`src/rtl/prefetch_arbiter.sv`:
```
`default_nettype none
// ============================================================================
// Module   : prefetch_arbiter
// Brief    : Arbitrates cache demand traffic and next-line prefetches onto one
//            cacheline adapter, with a single-line prefetch buffer.
// Revision : 1.0
// ============================================================================
module prefetch_arbiter #(
    parameter int s_offset = 5
) (
    input  logic         clk,
    input  logic         rst,
    input  logic         pf_enable,
    input  logic         dem_read,
    input  logic         dem_write,
    input  logic [31:0]  dem_address,
    input  logic [255:0] dem_wdata,
    output logic [255:0] dem_rdata,
    output logic         dem_resp,
    output logic         pmem_read,
    output logic         pmem_write,
    output logic [31:0]  pmem_address,
    output logic [255:0] pmem_wdata,
    input  logic [255:0] pmem_rdata,
    input  logic         pmem_resp,
    output logic [15:0]  pf_hit_count
);

    localparam logic [2:0] ST_IDLE     = 3'd0;
    localparam logic [2:0] ST_DEM_RD   = 3'd1;
    localparam logic [2:0] ST_DEM_WR   = 3'd2;
    localparam logic [2:0] ST_BUF_HIT  = 3'd3;
    localparam logic [2:0] ST_PREFETCH = 3'd4;

    localparam logic [31:0] LINE_BYTES = 32'd1 << s_offset;
    localparam logic [31:0] LINE_MASK  = ~(LINE_BYTES - 32'd1);
    localparam logic [15:0] HIT_MAX    = 16'hFFFF;

    logic [2:0]   state_q, state_d;
    logic         buf_valid_q, buf_valid_d;
    logic [31:0]  buf_line_q, buf_line_d;
    logic [255:0] buf_data_q, buf_data_d;
    logic         pf_pending_q, pf_pending_d;
    logic [31:0]  pf_addr_q, pf_addr_d;
    logic [31:0]  dem_line_q, dem_line_d;
    logic [15:0]  pf_hit_count_q, pf_hit_count_d;

    logic [31:0]  w_dem_line;
    logic         w_buf_match;
    logic         w_done;
    logic [31:0]  w_done_line;
    logic [31:0]  w_next_line;

    assign w_dem_line  = dem_address & LINE_MASK;
    assign w_buf_match = buf_valid_q && (buf_line_q == w_dem_line);

    // State and datapath registers
    always_ff @(posedge clk or posedge rst) begin
        if (rst) begin
            state_q        <= ST_IDLE;
            buf_valid_q    <= 1'b0;
            buf_line_q     <= 32'd0;
            buf_data_q     <= 256'd0;
            pf_pending_q   <= 1'b0;
            pf_addr_q      <= 32'd0;
            dem_line_q     <= 32'd0;
            pf_hit_count_q <= 16'd0;
        end else begin
            state_q        <= state_d;
            buf_valid_q    <= buf_valid_d;
            buf_line_q     <= buf_line_d;
            buf_data_q     <= buf_data_d;
            pf_pending_q   <= pf_pending_d;
            pf_addr_q      <= pf_addr_d;
            dem_line_q     <= dem_line_d;
            pf_hit_count_q <= pf_hit_count_d;
        end
    end

    // Next-state: writes beat reads, demands beat prefetches, prefetch is non-preemptive
    always_comb begin
        state_d = state_q;
        case (state_q)
            ST_IDLE: begin
                if (dem_write) begin
                    state_d = ST_DEM_WR;
                end else if (dem_read) begin
                    state_d = w_buf_match ? ST_BUF_HIT : ST_DEM_RD;
                end else if (pf_pending_q && pf_enable) begin
                    state_d = ST_PREFETCH;
                end
            end
            ST_DEM_RD:   if (pmem_resp) state_d = ST_IDLE;
            ST_DEM_WR:   if (pmem_resp) state_d = ST_IDLE;
            ST_BUF_HIT:  state_d = ST_IDLE;
            ST_PREFETCH: if (pmem_resp) state_d = ST_IDLE;
            default:     state_d = ST_IDLE;
        endcase
    end

    // Buffer, prefetch bookkeeping and hit counter
    always_comb begin
        buf_valid_d    = buf_valid_q;
        buf_line_d     = buf_line_q;
        buf_data_d     = buf_data_q;
        pf_pending_d   = pf_pending_q;
        pf_addr_d      = pf_addr_q;
        dem_line_d     = dem_line_q;
        pf_hit_count_d = pf_hit_count_q;
        w_done         = 1'b0;
        w_done_line    = 32'd0;
        w_next_line    = 32'd0;

        case (state_q)
            ST_IDLE: begin
                if (dem_write) begin
                    dem_line_d = w_dem_line;
                    // A written line must never be served stale from the buffer
                    if (buf_line_q == w_dem_line) buf_valid_d  = 1'b0;
                    if (pf_addr_q == w_dem_line)  pf_pending_d = 1'b0;
                end else if (dem_read) begin
                    dem_line_d = w_dem_line;
                end
            end
            ST_DEM_RD: begin
                if (pmem_resp) begin
                    w_done      = 1'b1;
                    w_done_line = dem_line_q;
                end
            end
            ST_BUF_HIT: begin
                w_done      = 1'b1;
                w_done_line = buf_line_q;
                if (pf_hit_count_q != HIT_MAX) pf_hit_count_d = pf_hit_count_q + 16'd1;
            end
            ST_PREFETCH: begin
                if (pmem_resp) begin
                    buf_data_d   = pmem_rdata;
                    buf_line_d   = pf_addr_q;
                    buf_valid_d  = 1'b1;
                    pf_pending_d = 1'b0;
                end
            end
            default: ;
        endcase

        // Next line wraps naturally at the top of the 32-bit space
        w_next_line = w_done_line + LINE_BYTES;
        if (w_done && pf_enable && !(buf_valid_q && (buf_line_q == w_next_line))) begin
            pf_pending_d = 1'b1;
            pf_addr_d    = w_next_line;
        end

        if (!pf_enable) pf_pending_d = 1'b0;
    end

    // Outputs decoded from state; everything idles at zero
    always_comb begin
        dem_rdata    = 256'd0;
        dem_resp     = 1'b0;
        pmem_read    = 1'b0;
        pmem_write   = 1'b0;
        pmem_address = 32'd0;
        pmem_wdata   = 256'd0;
        case (state_q)
            ST_DEM_RD: begin
                pmem_read    = 1'b1;
                pmem_address = dem_line_q;
                if (pmem_resp) begin
                    dem_resp  = 1'b1;
                    dem_rdata = pmem_rdata;
                end
            end
            ST_DEM_WR: begin
                pmem_write   = 1'b1;
                pmem_address = dem_line_q;
                pmem_wdata   = dem_wdata;
                dem_resp     = pmem_resp;
            end
            ST_BUF_HIT: begin
                dem_resp  = 1'b1;
                dem_rdata = buf_data_q;
            end
            ST_PREFETCH: begin
                pmem_read    = 1'b1;
                pmem_address = pf_addr_q;
            end
            default: ;
        endcase
    end

    assign pf_hit_count = pf_hit_count_q;

endmodule

`default_nettype wire
```
`config.mk`:
```
export PLATFORM = sky130hd
export DESIGN_NAME = prefetch_arbiter
export DESIGN_NICKNAME = d
export VERILOG_FILES = /design/src/rtl/prefetch_arbiter.sv
export SDC_FILE = /design/constraint.sdc
export NUM_CORES = 1
export LEC_CHECK = 0
export CORE_AREA = 2 2 436 438
export CTS_BUF_LIST = sky130_fd_sc_hd__clkbuf_8
export CTS_CLUSTER_SIZE = 40
export DETAILED_ROUTE_END_ITERATION = 10
export DIE_AREA = 0 0 438 440
export SYNTH_ARGS = -nofsm -noshare
export SYNTH_HDL_FRONTEND = slang
export SYNTH_SLANG_ARGS = --single-unit
```
`constraint.sdc`:
```
create_clock -name clk -period 16.46 [get_ports clk]
set_input_delay 1.646 -clock clk [delete_from_list [all_inputs] [get_ports clk]]
set_output_delay 1.646 -clock clk [all_outputs]
set_load 0.05 [all_outputs]
```
# == After elaboration in Yosys (flattened, before gate mapping) ==
# Cells that the tools add are included.
# word_totals
ramBits,0
n_memories,0
input_bits,550
register_bits,373
romBits,0
out_inout_bits,563
latch_bits,0
# op_classes
mux,29
n_mul,0
eq_ne,17
n_addsub,2
n_div,0
reduce_logical,18
n_lt_le_gt_ge,0
shift,0
n_bitwise,0
# ops
cell,n
$mux W256,2
$pmux W256 S2,1
$pmux W32 S2,2
$eq A32 B32 Y1,3
$mux W32,3
$add A32 B6 Y32 const B,1
$add A16 B1 Y16 const B,1
$ne A16 B16 Y1 const B,1
$ne A4 B4 Y1 const B,4
$mux W3,4
$mux W1,11
$reduce_and A2 Y1,4
$reduce_and A4 Y1,2
$eq A3 B2 Y1 const B,2
$ne A2 B2 Y1 const B,3
$pmux W1 S2,3
$pmux W3 S2,1
$logic_and A1 B1 Y1,5
$ne A4 B1 Y1 const B,1
$reduce_bool A2 Y1,2
$reduce_or A2 Y1,2
$eq A3 B1 Y1 const B,1
$eq A3 B3 Y1 const B,1
$logic_not A3 Y1,1
5 further kinds,5

# == Depth between registers and ports, before layout ==
# depth
word_depth,9
mapped_depth,22
depth_no_buf,14

# == Worst setup path after synthesis ==
# Ideal clock, no wire load.
# synth_timing
path_type,input port to flip-flop
from,input pmem_resp
to,register pf_addr_q[12]
n_path_buf,5
t_arrival_ns,5.523
slack_ns,10.810
cell_stages,19
path_cell_list,buf_2 -> buf_2 -> buf_1 -> nand2_1 -> o21ai_0 -> nor2b_1 -> ha_1 -> inv_1 -> a21oi_1 -> nand4_2 -> or4_1 -> buf_2 -> or3_1 -> and3_1 -> nor4_1 -> nand4_1 -> o21ai_4 -> buf_6 -> mux2_1
# synth_via
elab_chain_len,7
word_cells_on_any_way,10
classes_between,add/sub (1); eq/ne (1); mux (4); reduce/logical (4)
# synth_rtl
element,line_no,rtl
"start, declared",25,"input logic pmem_resp,"
$mux W32,126,if (pmem_resp) begin
$pmux W32 S2,114,case (state_q)
$add A32 B6 Y32,148,w_next_line = w_done_line + LINE_BYTES;
$eq A32 B32 Y1,149,if (w_done && pf_enable && !(buf_valid_q && (buf_line_q == w_next_line))) begin
$logic_and A1 B1 Y1,149,
$logic_not A1 Y1,149,
$logic_and A1 B1 Y1,149,
"end signal, assigned",74,pf_addr_q <= pf_addr_d;
"end, declared",44,"logic [31:0] pf_addr_q, pf_addr_d;"
# Several ways; a longest one is shown, not always the timed one.
# A chain may end at the register's enable or synchronous reset.

# == Worst setup path in the final report ==
# layout_timing
from,register state_q[0]
to,output dem_rdata[211]
# layout_via
elab_chain_len,2
word_cells_on_any_way,3
classes_between,eq/ne (2); mux (1)
# layout_rtl
element,line_no,rtl
"start, declared",39,"logic [2:0] state_q, state_d;"
"start signal, assigned",69,state_q <= state_d;
$eq A3 B2 Y1 / $eq A3 B1 Y1 (equally long branches),165,case (state_q)
$pmux W256 S2 (*),165,
"end, declared",18,"output logic [255:0] dem_rdata,"
# Every way passes the cells marked *; elsewhere a longest branch is shown, timed or not.

==> flow_summary_export.csv <==
group,metric,value,unit
cts,ctsHoldBuffers,0,
yosys,synth_edf_count,0,
placed_design,portBuffers,1107,
sta,fmax,126,MHz
sta,setup_tns,0,ns
yosys,syn_inst,2505,
setup_path,cp_slowest_cell,"buf_4",
pwr,ir_worst_vdd,100,uV
floorplanning,boundaryPins,1113,
grt,grt.total_usage,0.181,
sta,fin_skew,0.0852,ns
setup_path,cp-end-kind,"output pin",
run_status,status,"finished, final reports clean",
cts,cts_tree,"built",
grt,grt_first_pass_wirelength,231,mm
cts,h-tree-depth,3,
sta,rsz0062_at_grt,"no",
grt,overflow,0,
sta,setup_viol,0,
setup_path,critPathKind,"flip-flop to output pin",
setup_path,cp.depth,8,
detailed_routing,num_vias,23800,
detailed_routing,drt-vias-per-instance,3.88,
finish,ff_latch_area,9210,um^2
cts,cts_setup_buffers,0,
pwr,p_total,0.00645,W
finish,final_net_count,4079,
job,drv_cap,0,
setup_path,slowest_delay,0.96,ns
sta,report.final.slew_viol_count,0,
yosys,avgSynthCellArea,8.44,um^2
pwr,p_per_area,176,nW/um^2
placed_design,hpwl,152,mm
cts,cts.reportedPaths.clkPinSlew,0.06,ns
yosys,synth_ff_type,"dfrtp_1",
cts,cts_root_buf,"clkbuf_8",
floorplanning,die_width,438,um
setup_path,cp.arrival,6.30,ns
yosys,ys_seq_elements,368,
finish,multi_input_area,11200,um^2
grt,grt_pass1_vias,22900,
cts,insertion_delay,0.82,ns
detailed_routing,drt_wl_total,182,mm
finish,fillers,21000,
setup_path,crit_fanout,96,
placed_design,gp_congestion,1.05,
detailed_routing,drt_iter0_drc,1909,
detailed_routing,drc,0,
grt,grt_max_degree,116,
sta,slew-limit-headroom,0.187,
worst_hold_path,holdPathStages,2,
cts,cts_sinks,368,
cts,cts_made_buffers,79,
cts,post_cts_resized,0,
setup_path,reg2regPathDepth,13,
floorplanning,initial_core_util,0.112,
finish,drive_gt1_frac,0.0542,
detailed_routing,detail_route.wl_per_cell,29.6,um
floorplanning,std_cell_rows,160,
setup_path,worstPathRequired,14.81,ns
grt,grt_antenna_before_repair,137,
sta,tightest_slew,1.21,ns
setup_path,crit_buf_inv,5,
sta,layout_min_cycle_time,7.95,ns
setup_path,path_cells,"nand2_1, nor2_4, buf_4, buf_4, buf_4, buf_4, a22o_1, clkdlybuf4s50_1",
detailed_routing,drtPass1Iterations,6,
cts,cts_buffer_depth,3,
yosys,yosysWarningCount,0,
floorplanning,die_y,440,um
pwr,p_leak,15.2,nW
yosys,syn_nets,3057,
yosys,async_reset_ff_frac,1.00,
yosys,yosysSeqAreaShare,0.436,
worst_hold_path,hold_path_class,"flip-flop to flip-flop",
floorplanning,core,189000,um^2
sta,fin_crit_sh,0.483,
yosys,ys_types,62,
sta,hold_viol,0,
setup_path,crit_top_cell,"buf_4",
floorplanning,die_area,193000,um^2
detailed_routing,ant_nets,0,
setup_path,path_delay_family,"buffers and inverters",
yosys,synth_area,21100,um^2
finish,area_delta_synth_final,73.1,%
setup_path,cp-start-kind,"flip-flop",
[final cells by class]
class,count,area share
Timing Repair Buffer,1137,0.309
Multi-Input combinational cell,1925,0.305
Sequential cell,368,0.252
Tap cell,2511,0.0859
Clock buffer,93,0.0350
Clock inverter,39,0.00821
Antenna cell,50,0.00342
Inverter,16,0.00185
[worst reg2reg max path, cell delays in order, from the launching register on]
cell      delay (ns)
dfrtp_1         0.34
buf_4           0.57
nand3b_1        0.88
o22ai_1         0.68
nand3_1         0.47
buf_4           0.34
nor3b_2         0.46
nand4_1         0.29
a2111o_1        0.52
nor4_1          0.24
nand4_1         0.27
o21ai_4         0.76
buf_4           0.44
mux2_1          0.38
[cells by family after synthesis]
kind of cell	Yosys count	synth area share
AND/OR/NAND/NOR	1361	0.292
multiplexers	66	0.0343
adder cells (fa/ha/maj)	2	0.00118
XOR/XNOR	109	0.0465
buffers and inverters	212	0.0393
AO/OA/AOI/OAI	387	0.151
flip-flops	368	0.436
[per-stage QoR]
step | util | cell area, um^2 | instances | setup slack, ns | hold slack [ns]
3_5_place_dp | 0.185 | 34900 | 5957 | 8.85 | 0.463
5_1_grt | 0.194 | 36500 | 6108 | 8.27 | 0.490
2_1_floorplan | - | 21100 | 2505 | 4.60 | 0.447
4_1_cts | 0.193 | 36500 | 6089 | 8.47 | 0.475
3_3_place_gp | 0.185 | 34900 | 5957 | 8.91 | 0.459
6_report | 0.194 | 36600 | 6139 | 8.51 | 0.472
[power by group]
group          leakage (nW)  internal (W)  switching [W]
logic                  9.62       0.00121        0.00264
registers              4.71       0.00127       0.000270
clock network         0.896      0.000563       0.000496
total                  15.2       0.00305        0.00341
[final timing paths]
check                                start         endpoint  slack [ns]
max                             state_q[0]   dem_rdata[211]        8.51
min                        buf_data_q[182]  buf_data_q[182]        0.47
max reg2reg                     state_q[1]    pf_addr_q[30]        9.72
min reg2reg                buf_data_q[182]  buf_data_q[182]        0.47
max in group asynchronous              rst  buf_data_q[129]       12.46
min in group asynchronous              rst   buf_line_q[25]        1.36
[state kept, by name, summed over array words and instances, names as in the netlist]
signal and cells:
pf_addr_q 32, dem_line_q 27, pf_pending_q 1, pf_hit_count 16
state_q 3, buf_valid_q 1, buf_data_q 256, buf_line_q 32
[routing by layer]
layer  vias to the layer above  wire, um  global-route usage
li1                      10500         -                   -
met1                     11700     62800               0.191
met2                      1153     85500               0.297
met3                       369     22100              0.0942
met4                       104      9740              0.0860
met5                         -      1390             0.00744
[synth_stat cells (all sizes together), types with 6 or more instances]
cell	number	area [um^2]
nand2	916	3440
dfrtp	368	9210
a22o	285	2500
and2	265	1660
clkbuf	176	661
xnor2	80	701
mux2	51	574
nor2	34	128
nand4	31	200
a21oi	27	150
xor2	27	236
o21ai	23	126
buf	20	110
nand3	20	100
nand3b	20	150
inv	16	60.1
mux2i	15	150
and3	14	87.6
nor4	13	87.6
a22oi	10	75.1
o22ai	10	82.6
a21o	8	60.1
nand2b	8	50.1
nor3	8	40.0
or3	7	43.8
nor3b	6	50.1
[cell usage in the layout, fill, tap and decap left out, types with 4 or more instances in the layout]
cell             Yosys  layout
clkdlybuf4s50_1      0    1106
nand2_1            916     915
dfrtp_1            368     368
a22o_1             285     285
and2_1             264     264
clkbuf_8             0      93
xnor2_1             80      80
diode_2              0      50
inv_1               16      37
nor2_1              34      32
mux2_2              31      31
nand4_1             30      30
buf_4                2      29
xor2_1              27      27
a21oi_1             23      23
o21ai_0             21      21
nand3_1             20      20
nand3b_1            20      20
mux2_1              20      20
mux2i_1             15      15
and3_1              14      14
nor4_1              12      12
a22oi_1             10      10
nor3_1               8       8
o22ai_1              8       8
a21o_1               8       8
or3_1                7       7
nand2b_1             8       7
clkinv_2             0       7
nor2b_1              5       5
or4_1                4       4
a21oi_2              4       4
nand4b_1             4       4
inv_12               0       4
No activity file was read; power rests on OpenSTA's default activity.
==> patch, RTL diff (same settings) <==
Take the reset off `buf_data_q` and load it in a clocked block of its own.
--- a/src/rtl/prefetch_arbiter.sv
+++ b/src/rtl/prefetch_arbiter.sv
@@ -60,7 +60,6 @@
             state_q        <= ST_IDLE;
             buf_valid_q    <= 1'b0;
             buf_line_q     <= 32'd0;
-            buf_data_q     <= 256'd0;
             pf_pending_q   <= 1'b0;
             pf_addr_q      <= 32'd0;
             dem_line_q     <= 32'd0;
@@ -69,12 +68,15 @@
             state_q        <= state_d;
             buf_valid_q    <= buf_valid_d;
             buf_line_q     <= buf_line_d;
-            buf_data_q     <= buf_data_d;
             pf_pending_q   <= pf_pending_d;
             pf_addr_q      <= pf_addr_d;
             dem_line_q     <= dem_line_d;
             pf_hit_count_q <= pf_hit_count_d;
         end
+    end
+
+    always_ff @(posedge clk) begin
+        buf_data_q <= buf_data_d;
     end
 
     // Next-state: writes beat reads, demands beat prefetches, prefetch is non-preemptive
Check against the original RTL: not settled (the Yosys comparison gave no result); the edit may change what the design does.
==> patch against the original RTL <==
Synthesized area shrank 5.8%. Largest cell class unchanged. Sequential cell count unchanged. Worst setup slack worse by 0.097 ns. Final area is 3.2% lower. Power fell by 3.4%. Routed wire length down 18%. Non-clock buffer count down 4. Register-to-register slack improved by 0.76 ns.
==> patch: results (changes against the original RTL) <==
* Status: finished clean (unchanged)
* GRT Total Usage at 14.55% (was 18.12%)
* Hold EP: pf_hit_count[14] (was buf_data_q[182])
* Largest cells by area after synthesis: edfxtp_1, dfrtp_1, a22o_1 (was dfrtp_1, nand2_1, a22o_1)
* Switching share of power at 52.38% (was 52.79%)
* Minimum clock period at 8.047 ns (was 7.950 ns)
* Top post-synthesis cells by count: a22o_1, and2_1, edfxtp_1 (was nand2_1, dfrtp_1, a22o_1)
* HP Start: pf_hit_count[14] (was buf_data_q[182])
* Syn Nets at 2264 (was 3057)
* Clock Skew at 0.05468 ns (was 0.08523 ns)
* Adder-Cell Fraction of Synth Area at 0.1256% (was 0.1184%)
* Critical Path End: dem_rdata[36] (was dem_rdata[211])
* First-pass GRT wire length at 188.6 mm (was 230.6 mm)
* Post-synthesis mux area share at 3.329% (was 3.427%)
* Relative slew slack at 11.73% (was 18.74%)
* Hold path cells at 1 (was 2)
* Synth cell types at 68 (was 62)
* Pin count of the biggest net entering global routing at 97 (was 116)
* Worst skew pair latency at 0.82 ns (about the same)
* Share of layout cells above drive strength 1 at 7.863% (was 5.422%)
* Initial antenna violation count at 71 (was 137)
* Max incr delay on CP at 0.98 ns (was 0.96 ns)
* Hpwl dp at 121.4 mm (was 151.6 mm)
* CTS Buf Count at 76 (was 79)
* DR WL/cell at 27.56 microns (was 29.57 microns)
* Post-synth EDFFs at 256 (was 0)
* Fraction of registers with async set/reset at 30.43% (was 100.0%)
* Inst Count DP at 5213 (was 5957)
* Hold_ws at 0.5101 ns (was 0.4719 ns)
* Pre-CTS setup slack at 8.560 ns (was 8.846 ns)
* Placed standard-cell area at 33790 sq um (was 34880 sq um)
* Leak Pwr at 11.95 nW (was 15.23 nW)
* Peak VDD IR at 0.00008083 V (was 0.0001001 V)
* Fill cells at 20840 (was 20950)
* Post-synthesis compound-gate area fraction at 17.87% (was 15.08%)
* Post-route cell area at 35410 sq um (was 36590 sq um)
* R2R Setup Slk at 10.48 ns (was 9.72 ns)
* Initial DRC Count at 1396 (was 1909)
* Avg Cell Area, Syn at 11.64 sq um (was 8.439 sq um)
* Vias at 20200 (was 23820)
* First-pass DRT Iterations at 5 (was 6)
* GP Congestion at 1.004 (was 1.051)
* Synth Area in XOR/XNOR at 5.314% (was 4.646%)
* Crit path arrival time at 6.40 ns (was 6.30 ns)
* Seq/Total Area, Yosys at 52.66% (was 43.56%)
* Startpoint Class: register (unchanged)
* Final wirelength at 148.1 mm (was 181.5 mm)
* Nets@finish at 3332 (was 4079)
* CP Max Fanout at 76 (was 96)
* RR Endpoint: pf_addr_q[8] (was pf_addr_q[30])
* Top Registers: buf_data_q (256), buf_line_q (32), pf_addr_q (32) (unchanged)
* Critical path's slowest cell: and3b_4 (was buf_4)
* Critical R2R Launch: state_q[1] (unchanged)
==> patch: power by group through the flow <==
stage | Sequential (mW) | Clock [mW] | Combinational (mW)
3_3_place_gp | 1.38 | 0 | 3.83
4_1_cts | 1.37 | 1.08 | 3.85
2_1_floorplan | 1.34 | 0 | 2.33
6_report | 1.37 | 1.04 | 3.82
5_1_grt | 1.39 | 1.12 | 3.95
3_5_place_dp | 1.38 | 0 | 3.83
==> patch: area by class of cell <==
| class | count | share of cell area (%) |
|---|---|---|
| clock inverter | 50 | 1.120 |
| sequential | 368 | 29.63 |
| antenna | 26 | 0.1838 |
| clock buffer | 84 | 3.265 |
| inverter | 12 | 0.1343 |
| multi-input combinational | 1189 | 24.98 |
| timing repair buffer | 1133 | 31.81 |
| tap | 2511 | 8.873 |
==> patch: layer usage <==
layer  vias up  share of wire [%]  GRT usage (%)
met2      1085                 52          26.09
met4        18                7.1          9.900
met3       253                7.2          4.011
met1     10190                 34          14.64
li1       8649                  -              -
met5         -              0.079              0
